==> src/rtl/rtp_result_collector.sv <==
// ---------------------------------------------------------------------------
// rtp_result_collector
//
// Collects ray results from N_CH parallel channels into a single output FIFO
// and monitors one traversal run from start to finish. A round-robin arbiter
// picks at most one channel per cycle. The block counts accepted rays, and it
// raises a sticky finish flag once NUM_RAYS rays are collected and the FIFO
// has drained. It also freezes the number of cycles the run took.
//
// Optional feature: define RTP_WATCHDOG_EN to add an idle watchdog. The
// watchdog ends a run that accepts nothing for TIMEOUT consecutive cycles,
// and it adds the io_timeout port.
//
// Ports
//   clock           rising-edge clock
//   reset           asynchronous, active-low
//   io_start        pulse; starts a run (honoured in IDLE or DONE only)
//   io_in_valid     per-channel result valid
//   io_in_ready     per-channel accept, one-hot or zero
//   io_in_hitT      per-channel hitT, channel c at [32c+31:32c]
//   io_in_ray_id    per-channel ray id, same packing
//   io_out_valid    FIFO non-empty
//   io_out_ready    downstream pop
//   io_out_hitT     FIFO head hitT
//   io_out_ray_id   FIFO head ray id
//   io_rtp_finish   sticky run-complete flag
//   io_total_cycle  cycles spent in RUN+DRAIN, frozen once DONE
//   io_ray_count    rays accepted in the current run
//   io_fifo_level   FIFO occupancy (0..DEPTH)
//   io_timeout      watchdog fired (RTP_WATCHDOG_EN only)
// ---------------------------------------------------------------------------
module rtp_result_collector #(
    parameter int N_CH     = 4,
    parameter int DEPTH    = 16,
    parameter int NUM_RAYS = 1024,
    parameter int CYC_W    = 32,
    parameter int TIMEOUT  = 4096
) (
    input  logic                      clock,
    input  logic                      reset,
    input  logic                      io_start,
    input  logic [N_CH-1:0]           io_in_valid,
    output logic [N_CH-1:0]           io_in_ready,
    input  logic [N_CH*32-1:0]        io_in_hitT,
    input  logic [N_CH*32-1:0]        io_in_ray_id,
    output logic                      io_out_valid,
    input  logic                      io_out_ready,
    output logic [31:0]               io_out_hitT,
    output logic [31:0]               io_out_ray_id,
    output logic                      io_rtp_finish,
    output logic [CYC_W-1:0]          io_total_cycle,
    output logic [31:0]               io_ray_count,
    output logic [$clog2(DEPTH):0]    io_fifo_level
`ifdef RTP_WATCHDOG_EN
    ,
    output logic                      io_timeout
`endif
);

    localparam int PW = (N_CH > 1) ? $clog2(N_CH) : 1;
    localparam int AW = $clog2(DEPTH);
    localparam int LW = AW + 1;

    // Elaboration-time guard on the supported parameter ranges.
    if (N_CH < 1 || N_CH > 16 || DEPTH < 2 || (DEPTH & (DEPTH - 1)) != 0 ||
        NUM_RAYS < 1 || CYC_W < 1 || TIMEOUT < 1) begin : g_bad_params
        $error("rtp_result_collector: unsupported parameter combination");
    end

    typedef enum logic [1:0] {
        S_IDLE,
        S_RUN,
        S_DRAIN,
        S_DONE
    } state_t;

    state_t              state_q;
    logic [PW-1:0]       rr_q, rr_d;
    logic [AW-1:0]       wr_q, rd_q;
    logic [LW-1:0]       level_q, level_d;
    logic [31:0]         ray_count_q;
    logic [CYC_W-1:0]    total_q;
    logic                finish_q;

    logic [31:0]         mem_hit_q [DEPTH];
    logic [31:0]         mem_id_q  [DEPTH];

    logic                can_accept;
    logic                grant_vld;
    logic [PW-1:0]       grant_idx;
    logic [PW:0]         cand;
    logic [31:0]         push_hit, push_id;
    logic                push, pop;

    // Grants are gated by the registered level. A full FIFO never accepts,
    // even in a cycle that also pops.
    assign can_accept = (state_q == S_RUN) &&
                        (level_q < LW'(DEPTH)) &&
                        (ray_count_q < 32'(NUM_RAYS));

    // Round-robin arbiter. It scans from rr_q upward, wrapping modulo N_CH.
    always_comb begin
        // NOTE: every variable gets a default before any conditional write,
        // so this block can never infer a latch.
        grant_vld = 1'b0;
        grant_idx = '0;
        cand      = '0;
        for (int k = 0; k < N_CH; k++) begin
            cand = {1'b0, rr_q} + (PW+1)'(k);
            if (cand >= (PW+1)'(N_CH)) begin
                cand = cand - (PW+1)'(N_CH);
            end
            if (!grant_vld && io_in_valid[cand[PW-1:0]]) begin
                grant_vld = 1'b1;
                grant_idx = cand[PW-1:0];
            end
        end
        if (!can_accept) begin
            grant_vld = 1'b0;
        end
    end

    // Select the granted channel's payload and build the one-hot ready.
    always_comb begin
        push_hit    = '0;
        push_id     = '0;
        io_in_ready = '0;
        for (int j = 0; j < N_CH; j++) begin
            if (grant_idx == PW'(j)) begin
                push_hit = io_in_hitT[32*j +: 32];
                push_id  = io_in_ray_id[32*j +: 32];
            end
        end
        if (grant_vld) begin
            io_in_ready[grant_idx] = 1'b1;
        end
    end

    assign push = grant_vld;
    assign pop  = io_out_valid && io_out_ready;

    always_comb begin
        rr_d = rr_q;
        if (grant_vld) begin
            rr_d = (grant_idx == PW'(N_CH - 1)) ? '0 : grant_idx + 1'b1;
        end
        unique case ({push, pop})
            2'b10:   level_d = level_q + 1'b1;
            2'b01:   level_d = level_q - 1'b1;
            default: level_d = level_q;
        endcase
    end

`ifdef RTP_WATCHDOG_EN
    localparam int IW = $clog2(TIMEOUT + 1);
    logic [IW-1:0] idle_q;
    logic          timeout_q;
`endif

    // NOTE: storage is not reset. An entry is only readable after it has been
    // written, and io_out_* are gated by io_out_valid.
    always_ff @(posedge clock) begin
        if (push) begin
            mem_hit_q[wr_q] <= push_hit;
            mem_id_q[wr_q]  <= push_id;
        end
    end

    // Control state, FIFO pointers and run counters.
    always_ff @(posedge clock or negedge reset) begin
        if (!reset) begin
            state_q     <= S_IDLE;
            rr_q        <= '0;
            wr_q        <= '0;
            rd_q        <= '0;
            level_q     <= '0;
            ray_count_q <= '0;
            total_q     <= '0;
            finish_q    <= 1'b0;
`ifdef RTP_WATCHDOG_EN
            idle_q      <= '0;
            timeout_q   <= 1'b0;
`endif
        end else begin
            // NOTE: sequential state uses non-blocking assignments only. Each
            // right-hand side therefore sees the pre-edge value.
            rr_q    <= rr_d;
            level_q <= level_d;
            if (push) wr_q <= wr_q + 1'b1;
            if (pop)  rd_q <= rd_q + 1'b1;

            unique case (state_q)
                S_IDLE, S_DONE: begin
                    if (state_q == S_DONE) begin
                        finish_q <= 1'b1;
                    end
                    if (io_start) begin
                        state_q     <= S_RUN;
                        ray_count_q <= '0;
                        total_q     <= '0;
                        finish_q    <= 1'b0;
`ifdef RTP_WATCHDOG_EN
                        idle_q      <= '0;
                        timeout_q   <= 1'b0;
`endif
                    end
                end
                S_RUN: begin
                    if (total_q != '1) total_q <= total_q + 1'b1;
                    if (push) ray_count_q <= ray_count_q + 1'b1;
                    if (ray_count_q == 32'(NUM_RAYS)) begin
                        state_q <= S_DRAIN;
                    end
`ifdef RTP_WATCHDOG_EN
                    if (push) begin
                        idle_q <= '0;
                    end else if (idle_q == IW'(TIMEOUT - 1)) begin
                        timeout_q <= 1'b1;
                        state_q   <= S_DRAIN;
                    end else begin
                        idle_q <= idle_q + 1'b1;
                    end
`endif
                end
                S_DRAIN: begin
                    if (total_q != '1) total_q <= total_q + 1'b1;
                    if (level_q == '0) begin
                        state_q <= S_DONE;
                    end
                end
                default: state_q <= S_IDLE;
            endcase
        end
    end

    assign io_out_valid   = (level_q != '0);
    assign io_out_hitT    = io_out_valid ? mem_hit_q[rd_q] : '0;
    assign io_out_ray_id  = io_out_valid ? mem_id_q[rd_q]  : '0;
    assign io_rtp_finish  = finish_q;
    assign io_total_cycle = total_q;
    assign io_ray_count   = ray_count_q;
    assign io_fifo_level  = level_q;
`ifdef RTP_WATCHDOG_EN
    assign io_timeout     = timeout_q;
`endif

endmodule
==> config.mk <==
export PLATFORM = sky130hd
export DESIGN_NAME = rtp_result_collector
export DESIGN_NICKNAME = d
export VERILOG_FILES = /design/src/rtl/rtp_result_collector.sv
export SDC_FILE = /design/constraint.sdc
export NUM_CORES = 1
export LEC_CHECK = 0
export BUFFER_PORTS_ARGS = -buffer_cell sky130_fd_sc_hd__buf_2
export CAP_MARGIN = 15
export CORE_MARGIN = 3
export CORE_UTILIZATION = 58
export DETAILED_ROUTE_END_ITERATION = 10
export PLACE_DENSITY_LB_ADDON = 0.1
export SLEW_MARGIN = 20
export SYNTH_ARGS = -nofsm -noshare
export SYNTH_HDL_FRONTEND = slang
export SYNTH_SLANG_ARGS = --single-unit
==> constraint.sdc <==
create_clock -name clock -period 8.4 [get_ports clock]
set_input_delay 1.26 -clock clock [delete_from_list [all_inputs] [get_ports clock]]
set_output_delay 1.26 -clock clock [all_outputs]
set_load 0.01 [all_outputs]
==> run metrics <==
Via density=6.24; Synth area leaders=edfxtp_1 68%, mux4_2 16%, dfrtp_1 4.5%, a21oi_1 1.7%, nand2_1 1.4%; RSZ-0062 raised after global routing=false; # DRC=0; WP data required=7.14 ns; Area Overhead vs Synth=16.0%; Routed WL=109000 µm; worst-case vdd ir drop=0.000393 V; Die Height=286 µm; Final Slew Violations=0; Setup CP Type=reg2out; total grt overflow=0; initial DRC count=2477; clock tree root driver cell=clkbuf_16; Lkg Pwr=17.9 nW; DR pass1 iterations=5; aggregate global-route resource usage=0.271; Finished Cell Area=52600 µm²; share of cells above drive strength 1=0.343; Final #Nets=3159; GP Congestion=0.949; max_cap viols=0; Syn Std Cell Area=45400 µm²; postcts setup bufs=0; Worst path most repeated cell=mux4_2; Critical Path Max Stage Delay=1.06 ns; r2r worst-path depth=8; Avg Inst Size Synth=18.8 µm²; Cell Chain, Critical Path=buf_12, mux4_2, mux4_2, and2_1, buf_2; yosys warns=0; Num Clock Sinks=1106; clock-pin slew on the worst setup and hold paths=0.06 ns; antenna violations before repair=5; Syn Inst Count=2414; Die X=286 µm; top cell type's share of synthesized area=0.678; wire length per cell=27.2 µm; pin count of the biggest net entering global routing=157; number of synthesized flops with an enable pin=1024; setup violators final=0; status=finished, final reports clean; post-layout min period=5.22 ns; hold worst-path end=io_rtp_finish; worst hold stages=2; antenna-violating nets left=0; IO Count=403; share of flip-flops with an asynchronous set or reset=0.0741; Port Buffers=402; leading cell types by count after synthesis=1024 x edfxtp_1, 320 x mux4_2, 168 x nand2_1; dpl cell area=49000 µm²; Main synth FF type=edfxtp_1; CTS tree=built; Setup Total Neg Slack=0 ns; Row Count=101; clk_lat worst skew=0.66 ns; synth unique cells=55; vias in the first global route=25.7k; cts hold-fix bufs=0; Slowest-stage cell, CP=dfrtp_4; PostCTS Resize Cnt=0; die area=81600 µm²; syn_nets=2699; Clock Skew=0.0225 ns; Synth Register Bits=1106; reg2reg setup slack=3.73 ns; final worst path period share=0.621; Final Hold Viols=0; relative slew slack=0.238; startpoint types=register; RR Startpoint=state_q[1]; TritonCTS Buffers=108; Yosys top cell by area=edfxtp_1; core footprint=76700 µm²; most frequent cell after synthesis=edfxtp_1; Detailed Place HPWL=61900 µm; DR vias=24.9k; CTS Buffer Depth=3; worst r2r dst=mem_id_q[8][25]; hold path start=io_rtp_finish; CP Capture Type=primary output; Initial Utilization=0.591; fmax=192 MHz; Arr. time, crit path=3.96 ns; post-synthesis sequential area ratio=0.723; Least-Margin Pin Slew=1.13 ns; first-pass GRT wire length=164000 µm; pwr dens=362 nW/µm²; crit-path max FO=90; H-Tree Level Count=3; HP Class=reg2reg
==> state kept, by name, summed over array words and instances (netlist names) <==
signal,flops
rr_q,2
state_q,2
mem_hit_q,512
mem_id_q,512
io_ray_count,32
io_total_cycle,32
io_rtp_finish,1
io_fifo_level,5
rd_q,4
wr_q,4
==> through the flow <==
stage / power (mW) / cells / util / worst slack [ns] / hold WS, ns
5_1_grt: 20.0 / 3994 / 0.686 / 2.89 / 0.513
6_report: 19.1 / 3997 / 0.686 / 3.18 / 0.496
4_1_cts: 19.2 / 3984 / 0.684 / 3.04 / 0.488
2_1_floorplan: 12.1 / 2414 / - / 0.905 / 0.526
3_3_place_gp: 14.3 / 3785 / 0.638 / 3.18 / 0.478
3_5_place_dp: 14.5 / 3786 / 0.639 / 2.85 / 0.484
==> worst max path at each step <==
stage,startpoint,end,depth (start not counted)
final,rd_q[0],io_out_hitT[29],5
after global routing,rd_q[0],io_out_hitT[29],5
after CTS,rd_q[0],io_out_hitT[29],5
after detailed placement,io_in_valid[3],mem_hit_q[10][30],11
after global placement,io_in_valid[3],mem_hit_q[10][17],11
after floorplan,io_in_valid[0],mem_hit_q[1][0],6
==> layer usage <==
layer / track usage / share of wire / vias up
met2: 0.448 / 0.50 / 1106
met3: 0.0422 / 0.079 / 145
li1: - / - / 10748
met1: 0.385 / 0.40 / 12949
met5: 0 / 0 / -
met4: 0.0697 / 0.020 / 0
==> cell families (layout without fill, tap and decap cells) <==
kind of cell | count (synthesis) | after routing | synth area share
flops | 1106 | 1106 | 0.723
simple gates | 474 | 474 | 0.0557
mux | 327 | 327 | 0.161
compound gates | 299 | 299 | 0.0362
buf+inv | 168 | 716 | 0.0146
fa+ha+maj | 21 | 21 | 0.00596
xor+xnor | 19 | 19 | 0.00367
other cells | 0 | 5 | 0
==> final cells by class <==
type	instances	area, µm²
diodes	5	12.5
clock buffers	125	2810
clock inverters	73	693
fillers	4983	24100
inverters	19	71.3
multi-input cells	1140	12100
flip-flops and latches	1106	32800
well taps	1030	1290
repair buffers	499	2850
==> placed cells by master, fill, tap and decap left out, types with 30 or more instances in the layout <==
cell type and instances:
a21oi_1 153, and2_1 86, buf_2 402, buf_4 86, clkbuf_16 110, clkinv_1 30, dfrtp_1 78, edfxtp_1 1024
mux4_2 320, nand2_1 167, nand3b_1 62, o21ai_0 78
==> where the power goes <==
| group | internal, mW | leakage [nW] | switching [mW] |
|---|---|---|---|
| Clock | 2.76 | 1.70 | 2.00 |
| Combinational | 2.80 | 5.78 | 3.69 |
| Sequential | 7.44 | 10.4 | 0.378 |
==> critical path: cells and delay by family (launching register included) <==
family / cells / cell delay, ns
multiplexers: 2 / 1.16
AND/OR/NAND/NOR: 1 / 0.19
flip-flops: 1 / 1.06
buffers and inverters: 2 / 0.77
Note: power is estimated with default switching activity, not from simulation.
